File: src/rtl/fifo_wr_arbiter_pkg.sv
// Shared constants and requester-index encoding for the two-producer FIFO write arbiter.
package fifo_wr_arbiter_pkg;

    localparam int DEFAULT_WIDTH = 4;
    localparam int DEFAULT_DEPTH = 8;

    typedef enum logic {
        REQ0 = 1'b0,
        REQ1 = 1'b1
    } req_idx_e;

endpackage

File: src/rtl/fifo_ptr_flags.sv
// Read/write pointer registers with full, empty and occupancy derived from them.
module fifo_ptr_flags
    import fifo_wr_arbiter_pkg::*;
#(
    parameter int DEPTH = DEFAULT_DEPTH,
    localparam int AW = $clog2(DEPTH)
) (
    input  logic          clk,
    input  logic          rst_n,
    input  logic          wr_en,
    input  logic          rd_en,
    output logic [AW-1:0] waddr,
    output logic [AW-1:0] raddr,
    output logic          full,
    output logic          empty,
    output logic [AW:0]   count
);

    logic [AW:0] wptr_reg;
    logic [AW:0] rptr_reg;

    // One extra pointer bit tells a full ring from an empty one.
    always_ff @(posedge clk or negedge rst_n) begin
        if (!rst_n) begin
            wptr_reg <= '0;
            rptr_reg <= '0;
        end else begin
            if (wr_en) begin
                wptr_reg <= wptr_reg + 1'b1;
            end
            if (rd_en) begin
                rptr_reg <= rptr_reg + 1'b1;
            end
        end
    end

    assign waddr = wptr_reg[AW-1:0];
    assign raddr = rptr_reg[AW-1:0];
    assign empty = (wptr_reg == rptr_reg);
    assign full  = (wptr_reg[AW] != rptr_reg[AW]) && (wptr_reg[AW-1:0] == rptr_reg[AW-1:0]);
    assign count = wptr_reg - rptr_reg;

endmodule

File: src/rtl/fifo_wr_arbiter.sv
// Round-robin arbiter granting one of two producers per cycle into an external FIFO memory.
module fifo_wr_arbiter
    import fifo_wr_arbiter_pkg::*;
#(
    parameter int WIDTH = DEFAULT_WIDTH,
    parameter int DEPTH = DEFAULT_DEPTH,
    localparam int AW = $clog2(DEPTH)
) (
    input  logic             clk,
    input  logic             rst_n,
    input  logic             req0,
    input  logic             req1,
    input  logic [WIDTH-1:0] data0,
    input  logic [WIDTH-1:0] data1,
    output logic             gnt0,
    output logic             gnt1,
    input  logic             rd_req,
    output logic             rd_valid,
    output logic             full,
    output logic             empty,
    output logic [AW:0]      count,
    output logic             ovf,
    output logic             mem_wr_rq,
    output logic             mem_rd_rq,
    output logic [AW-1:0]    mem_waddr,
    output logic [AW-1:0]    mem_raddr,
    output logic [WIDTH-1:0] mem_wdata
);

    req_idx_e rr_last_reg;
    logic     rd_valid_reg;
    logic     ovf_reg;
    logic     wr_en;
    logic     rd_en;

    fifo_ptr_flags #(
        .DEPTH (DEPTH)
    ) u_ptr_flags (
        .clk   (clk),
        .rst_n (rst_n),
        .wr_en (wr_en),
        .rd_en (rd_en),
        .waddr (mem_waddr),
        .raddr (mem_raddr),
        .full  (full),
        .empty (empty),
        .count (count)
    );

    // Grants are gated by rst_n so nothing is strobed while reset is held.
    always_comb begin
        gnt0 = 1'b0;
        gnt1 = 1'b0;
        if (rst_n && !full) begin
            if (req0 && req1) begin
                if (rr_last_reg == REQ0) begin
                    gnt1 = 1'b1;
                end else begin
                    gnt0 = 1'b1;
                end
            end else if (req0) begin
                gnt0 = 1'b1;
            end else if (req1) begin
                gnt1 = 1'b1;
            end
        end
    end

    always_comb begin
        mem_wdata = '0;
        if (gnt0) begin
            mem_wdata = data0;
        end else if (gnt1) begin
            mem_wdata = data1;
        end
    end

    assign wr_en     = gnt0 | gnt1;
    assign rd_en     = rst_n && rd_req && !empty;
    assign mem_wr_rq = wr_en;
    assign mem_rd_rq = rd_en;

    // rr_last starts at REQ1 so producer 0 wins the first tie.
    always_ff @(posedge clk or negedge rst_n) begin
        if (!rst_n) begin
            rr_last_reg  <= REQ1;
            rd_valid_reg <= 1'b0;
            ovf_reg      <= 1'b0;
        end else begin
            if (gnt0) begin
                rr_last_reg <= REQ0;
            end else if (gnt1) begin
                rr_last_reg <= REQ1;
            end
            rd_valid_reg <= rd_en;
            if ((req0 || req1) && full) begin
                ovf_reg <= 1'b1;
            end
        end
    end

    assign rd_valid = rd_valid_reg;
    assign ovf      = ovf_reg;

endmodule

File: config.mk
export PLATFORM = sky130hd
export DESIGN_NAME = fifo_wr_arbiter
export DESIGN_NICKNAME = d
export VERILOG_FILES = /design/src/rtl/fifo_wr_arbiter_pkg.sv /design/src/rtl/fifo_ptr_flags.sv /design/src/rtl/fifo_wr_arbiter.sv
export SDC_FILE = /design/constraint.sdc
export NUM_CORES = 1
export LEC_CHECK = 0
export ABC_AREA = 1
export ABC_CLOCK_PERIOD_IN_PS = 1650
export CORE_ASPECT_RATIO = 0.8
export CORE_MARGIN = 4
export CORE_UTILIZATION = 40
export CTS_BUF_LIST = sky130_fd_sc_hd__clkbuf_8
export DETAILED_ROUTE_END_ITERATION = 10
export PLACE_DENSITY = 0.77
export SLEW_MARGIN = 20
export SYNTH_ARGS = -nofsm -noshare
export SYNTH_HDL_FRONTEND = slang
export SYNTH_SLANG_ARGS = --single-unit
File: constraint.sdc
create_clock -name clk -period 1.65 [get_ports clk]
set_input_delay 0.4125 -clock clk [delete_from_list [all_inputs] [get_ports clk]]
set_output_delay 0.4125 -clock clk [all_outputs]
set_load 0.1 [all_outputs]
==> Word level (Yosys, flattened, before mapping) <==
Index checks and enable logic that the tools add are counted.
{ "word_totals": {"output_inout_bits": 22, "reg_bits": 11, "inputBits": 13} }
{ "classes": {"n_reduce_logical": 10, "bitwise_logic": 1, "eq_ne": 3, "n_mux": 13, "addsub": 3} }
{ "op_table": {"columns": ["cell", "n"], "rows": [
  ["$mux 1", 11],
  ["$add 4x1->4 const B", 2],
  ["$mux 4", 2],
  ["$logic_and 1x1->1", 6],
  ["$eq 4x4->1", 1],
  ["$sub 4x4->4", 1],
  ["$eq 3x3->1", 1],
  ["$logic_not 1->1", 2],
  ["$reduce_bool 2->1", 1],
  ["$logic_or 1x1->1", 1],
  ["$ne 1x1->1", 1],
  ["$or 1x1->1", 1]
]} }

==> Depth between registers and ports, before layout <==
{ "logic_depth": {"ltp_word": 7, "ltp_mapped": 8, "ltp_nobuf": 8} }

==> Modules after synthesis <==
A second synthesis with hierarchy kept.
{ "hier_totals": {"cells_unflattened": 98, "area_unflattened_um2": 773.2} }
{ "by_module_without_submodules": {"columns": ["module", "area_per_inst_um2", "cells_each", "n_inst", "seq_area_each_um2"], "rows": [
  ["fifo_ptr_flags", 540.5, 67, 1, 200.2],
  ["fifo_wr_arbiter", 232.7, 31, 1, 76.3]
]} }

==> Worst setup path after synthesis <==
Ideal clock, no wire load.
{ "synth_timing": {"kind": "flip-flop to output port", "start": "register u_ptr_flags.wptr_reg[0]", "end": "output port count[2]", "path_slack_ns": -1.398, "n_path_buf": 0, "stages_incl_launch_ff": 5, "arrival_ns": 2.636, "cell_sequence": "dfrtp_1 inv_1 ha_1 fa_1 xnor2_1"} }
{ "synth_between": {"elab_chain_cells": 1} }
{ "synth_lines": {"columns": ["element", "line", "text"], "rows": [
  ["start: declaration", "fifo_ptr_flags.sv:19", "logic [AW:0] wptr_reg;"],
  ["start signal: assignment", "fifo_ptr_flags.sv:29", "wptr_reg <= wptr_reg + 1'b1;"],
  ["$sub 4x4->4", "fifo_ptr_flags.sv:41", "assign count = wptr_reg - rptr_reg;"],
  ["end: declaration", "fifo_wr_arbiter.sv:21", "output logic [AW:0] count,"]
]} }
No other way between the ends.

==> Final worst setup path <==
{ "layout_timing": {"start": "register u_ptr_flags.rptr_reg[2]", "end": "output port mem_wdata[2]"} }
{ "layout_between": {"elab_chain_cells": 7, "word_cells_on_any_way": 8} }
{ "layout_lines": {"columns": ["element", "line", "text"], "rows": [
  ["start: declaration", "fifo_ptr_flags.sv:20", "logic [AW:0] rptr_reg;"],
  ["start signal: assignment", "fifo_ptr_flags.sv:32", "rptr_reg <= rptr_reg + 1'b1;"],
  ["$eq 3x3->1 *", "fifo_ptr_flags.sv:40", "assign full = (wptr_reg[AW] != rptr_reg[AW]) && (wptr_reg[AW-1:0] == rptr_reg[AW-1:0]);"],
  ["$logic_and 1x1->1 *", "fifo_ptr_flags.sv:40", null],
  ["$logic_not 1->1 *", "fifo_wr_arbiter.sv:54", "if (rst_n && !full) begin"],
  ["$logic_and 1x1->1 *", "fifo_wr_arbiter.sv:54", null],
  ["$mux 1", "fifo_wr_arbiter.sv:54", null],
  ["$mux 4", "fifo_wr_arbiter.sv:73", "end else if (gnt1) begin"],
  ["$mux 4 *", "fifo_wr_arbiter.sv:71", "if (gnt0) begin"],
  ["end: declaration", "fifo_wr_arbiter.sv:27", "output logic [WIDTH-1:0] mem_wdata"]
]} }
Every way passes the cells marked *; elsewhere a longest branch is shown, timed or not.

==> impl_metrics.env <==
export IMPL_netlist_instances=124
export IMPL_status="finished, violations left"
export IMPL_dpl_cell_area_mm2=0.00179
export IMPL_fin_tns_setup_ps=-8340
export IMPL_cts_tree="done"
export IMPL_fmax_mhz=430
export IMPL_final_area_mm2=0.00202
export IMPL_area_growth_pct=125
export IMPL_numCtsBuffers=3
export IMPL_dieWidth_um=61.0
export IMPL_track_usage=0.275
export IMPL_synth_distinct_cells=23
export IMPL_synth_seq_cells=11
export IMPL_cts_hold_buf=0
export IMPL_place_gp_congestion=0.848
export IMPL_grt_overflow_total=0
export IMPL_ys_warn_count=0
export IMPL_clock_skew_ps=1.02
export IMPL_placementRows=15
export IMPL_drt_iter0_drc=149
export IMPL_antenna_found_initial=0
export IMPL_crit_required_ps=1240
export IMPL_nets=215
export IMPL_cts_root_buffer="clkbuf_8"
export IMPL_synth_async_reset_ratio=1.00
export IMPL_avgSynthCellArea_um2=7.24
export IMPL_worst_pin_slew_ps=338
export IMPL_cts_sinks=11
export IMPL_core_mm2=0.00214
export IMPL_hold_path_class="primary input to async pin"
export IMPL_violations="setup timing"
export IMPL_avgRoutedWirePerCell_um=22.9
export IMPL_yosys_top_cells_area="dfrtp_1, nand2_1, inv_1"
export IMPL_wl_mm=5.04
export IMPL_drive_above_1_share=0.564
export IMPL_cp_arrival_ps=1910
export IMPL_grt_max_degree=15
export IMPL_critPathLaunchType="flip-flop"
export IMPL_ios=35
export IMPL_path_max_fanout=7
export IMPL_start_util=0.420
export IMPL_first_global_vias=1232
export IMPL_dieArea_mm2=0.00307
export IMPL_synth_seq_area_share=0.308
export IMPL_relSlewSlack=0.773
export IMPL_hold_ws_ps=590
export IMPL_portBuffers=34
export IMPL_setup_violations=23
export IMPL_synth_top_area_share=0.279
export IMPL_yosysMostFrequentCell="nand2_1"
export IMPL_drv_slew=0
export IMPL_setup_slack_ps=-677
export IMPL_fin_crit_sh=1.41
export IMPL_htreeDepth=1
export IMPL_dpl_worst_slack_ps=-448
export IMPL_synth_edff_count=0
export IMPL_post_drt_via_cell_ratio=5.85
export IMPL_critical_path_class="flip-flop to primary output"
export IMPL_drv_cap=0
export IMPL_clk_pin_slew_ps=60
export IMPL_hold_viol_final=0
export IMPL_clk_latency_ps=250
export IMPL_worstSetupEndpointType="primary output"
export IMPL_rsz0062_at_grt="yes"
export IMPL_dp_hpwl_mm=2.66
export IMPL_antenna_cells=0
export IMPL_fin_crit_ps=2330
export IMPL_synth_common_cells="nand2_1, inv_1, nand4_1"
export IMPL_grt_pass1_wl_mm=6.23
export IMPL_die_h_um=50.4
export IMPL_synth_nets=143
export IMPL_yosys_area_top_type="dfrtp_1"
export IMPL_num_vias=1286
export IMPL_dr_pass1_iters=6
export IMPL_synth_area_um2=898
export IMPL_synth_main_ff_cell="dfrtp_1"
export IMPL_cts_buffer_depth=2
export IMPL_fillers=68
export IMPL_drc=0
export IMPL_ant_nets=0
[repair_timing]
item                                    4_1_cts  5_1_grt
pin swaps                                     8        8
buffers inserted                             10        6
endpoints found under the setup margin       14       19
hold endpoints to repair                      0        0
resized for setup                             9        8
gates cloned                                  0        1
[cells in the final DEF, fill, tap and decap left out, drive strengths merged, types with 3 or more instances in the layout]
master | netlist | routed
dfrtp | 10 | 10
nand3 | 7 | 7
a21oi | 3 | 3
clkdlybuf4s50 | 0 | 12
ha | 5 | 5
nand4 | 14 | 14
nand2 | 42 | 43
clkinvlp | 0 | 6
inv | 24 | 18
buf | 8 | 63
clkbuf | 1 | 3
nor2 | 3 | 3
[logic make-up (layout without fill, tap and decap cells)]
| group | Yosys count | count (layout) | share of synthesized area |
|---|---|---|---|
| AND/OR/NAND/NOR | 67 | 68 | 0.375 |
| buffers and inverters | 33 | 103 | 0.174 |
| flip-flops | 11 | 11 | 0.308 |
| adder cells (fa/ha/maj) | 6 | 6 | 0.0919 |
| AO/OA/AOI/OAI | 5 | 5 | 0.0320 |
| XOR/XNOR | 2 | 2 | 0.0195 |
[routing by layer]
metal	wire, µm	global-route usage	up-vias
met1	1790	0.329	622
met3	453	0.0823	36
met2	2490	0.472	100
li1	-	-	528
met4	305	0.0686	0
met5	0	0	-
[metrics by stage]
stage               cells   util
CTS                   214  0.910
finish                220  0.945
detailed placement    200  0.837
floorplan             124      -
global route          220  0.945
global placement      200  0.837
[worst max-delay path, stage by stage, from the launching register on]
cell and delay, ps:
dfrtp_1 430, inv_2 70, ha_4 290, inv_4 40
nor2_4 170, buf_6 150, nand2_8 80, nand4_1 180
nand2_4 80, buf_12 170
[area by class of cell]
class / count / area [µm²] / area share
inverter: 24 / 118 / 0.0582
multi-input combinational: 81 / 634 / 0.314
sequential: 11 / 280 / 0.139
clock inverter: 1 / 5.00 / 0.00248
tap: 25 / 31.3 / 0.0155
clock buffer: 3 / 41.3 / 0.0204
timing repair buffer: 75 / 912 / 0.451
[worst paths after layout]
path                                               from                       to  slack [ps]  cells past startpoint
max in group asynchronous                         rst_n              rr_last_reg         760                      2
min in group clk                                    ovf                      ovf         610                      1
worst max register to register  u_ptr_flags.rptr_reg[2]  u_ptr_flags.rptr_reg[3]        -180                     12
worst max-delay path            u_ptr_flags.rptr_reg[2]             mem_wdata[2]        -680                      9
worst min register to register                      ovf                      ovf         610                      1
worst min-delay path                              rst_n                 rd_valid         590                      2
Power is not shown: default switching activity piles up to over one toggle a cycle in this logic, so the estimate is an artifact.
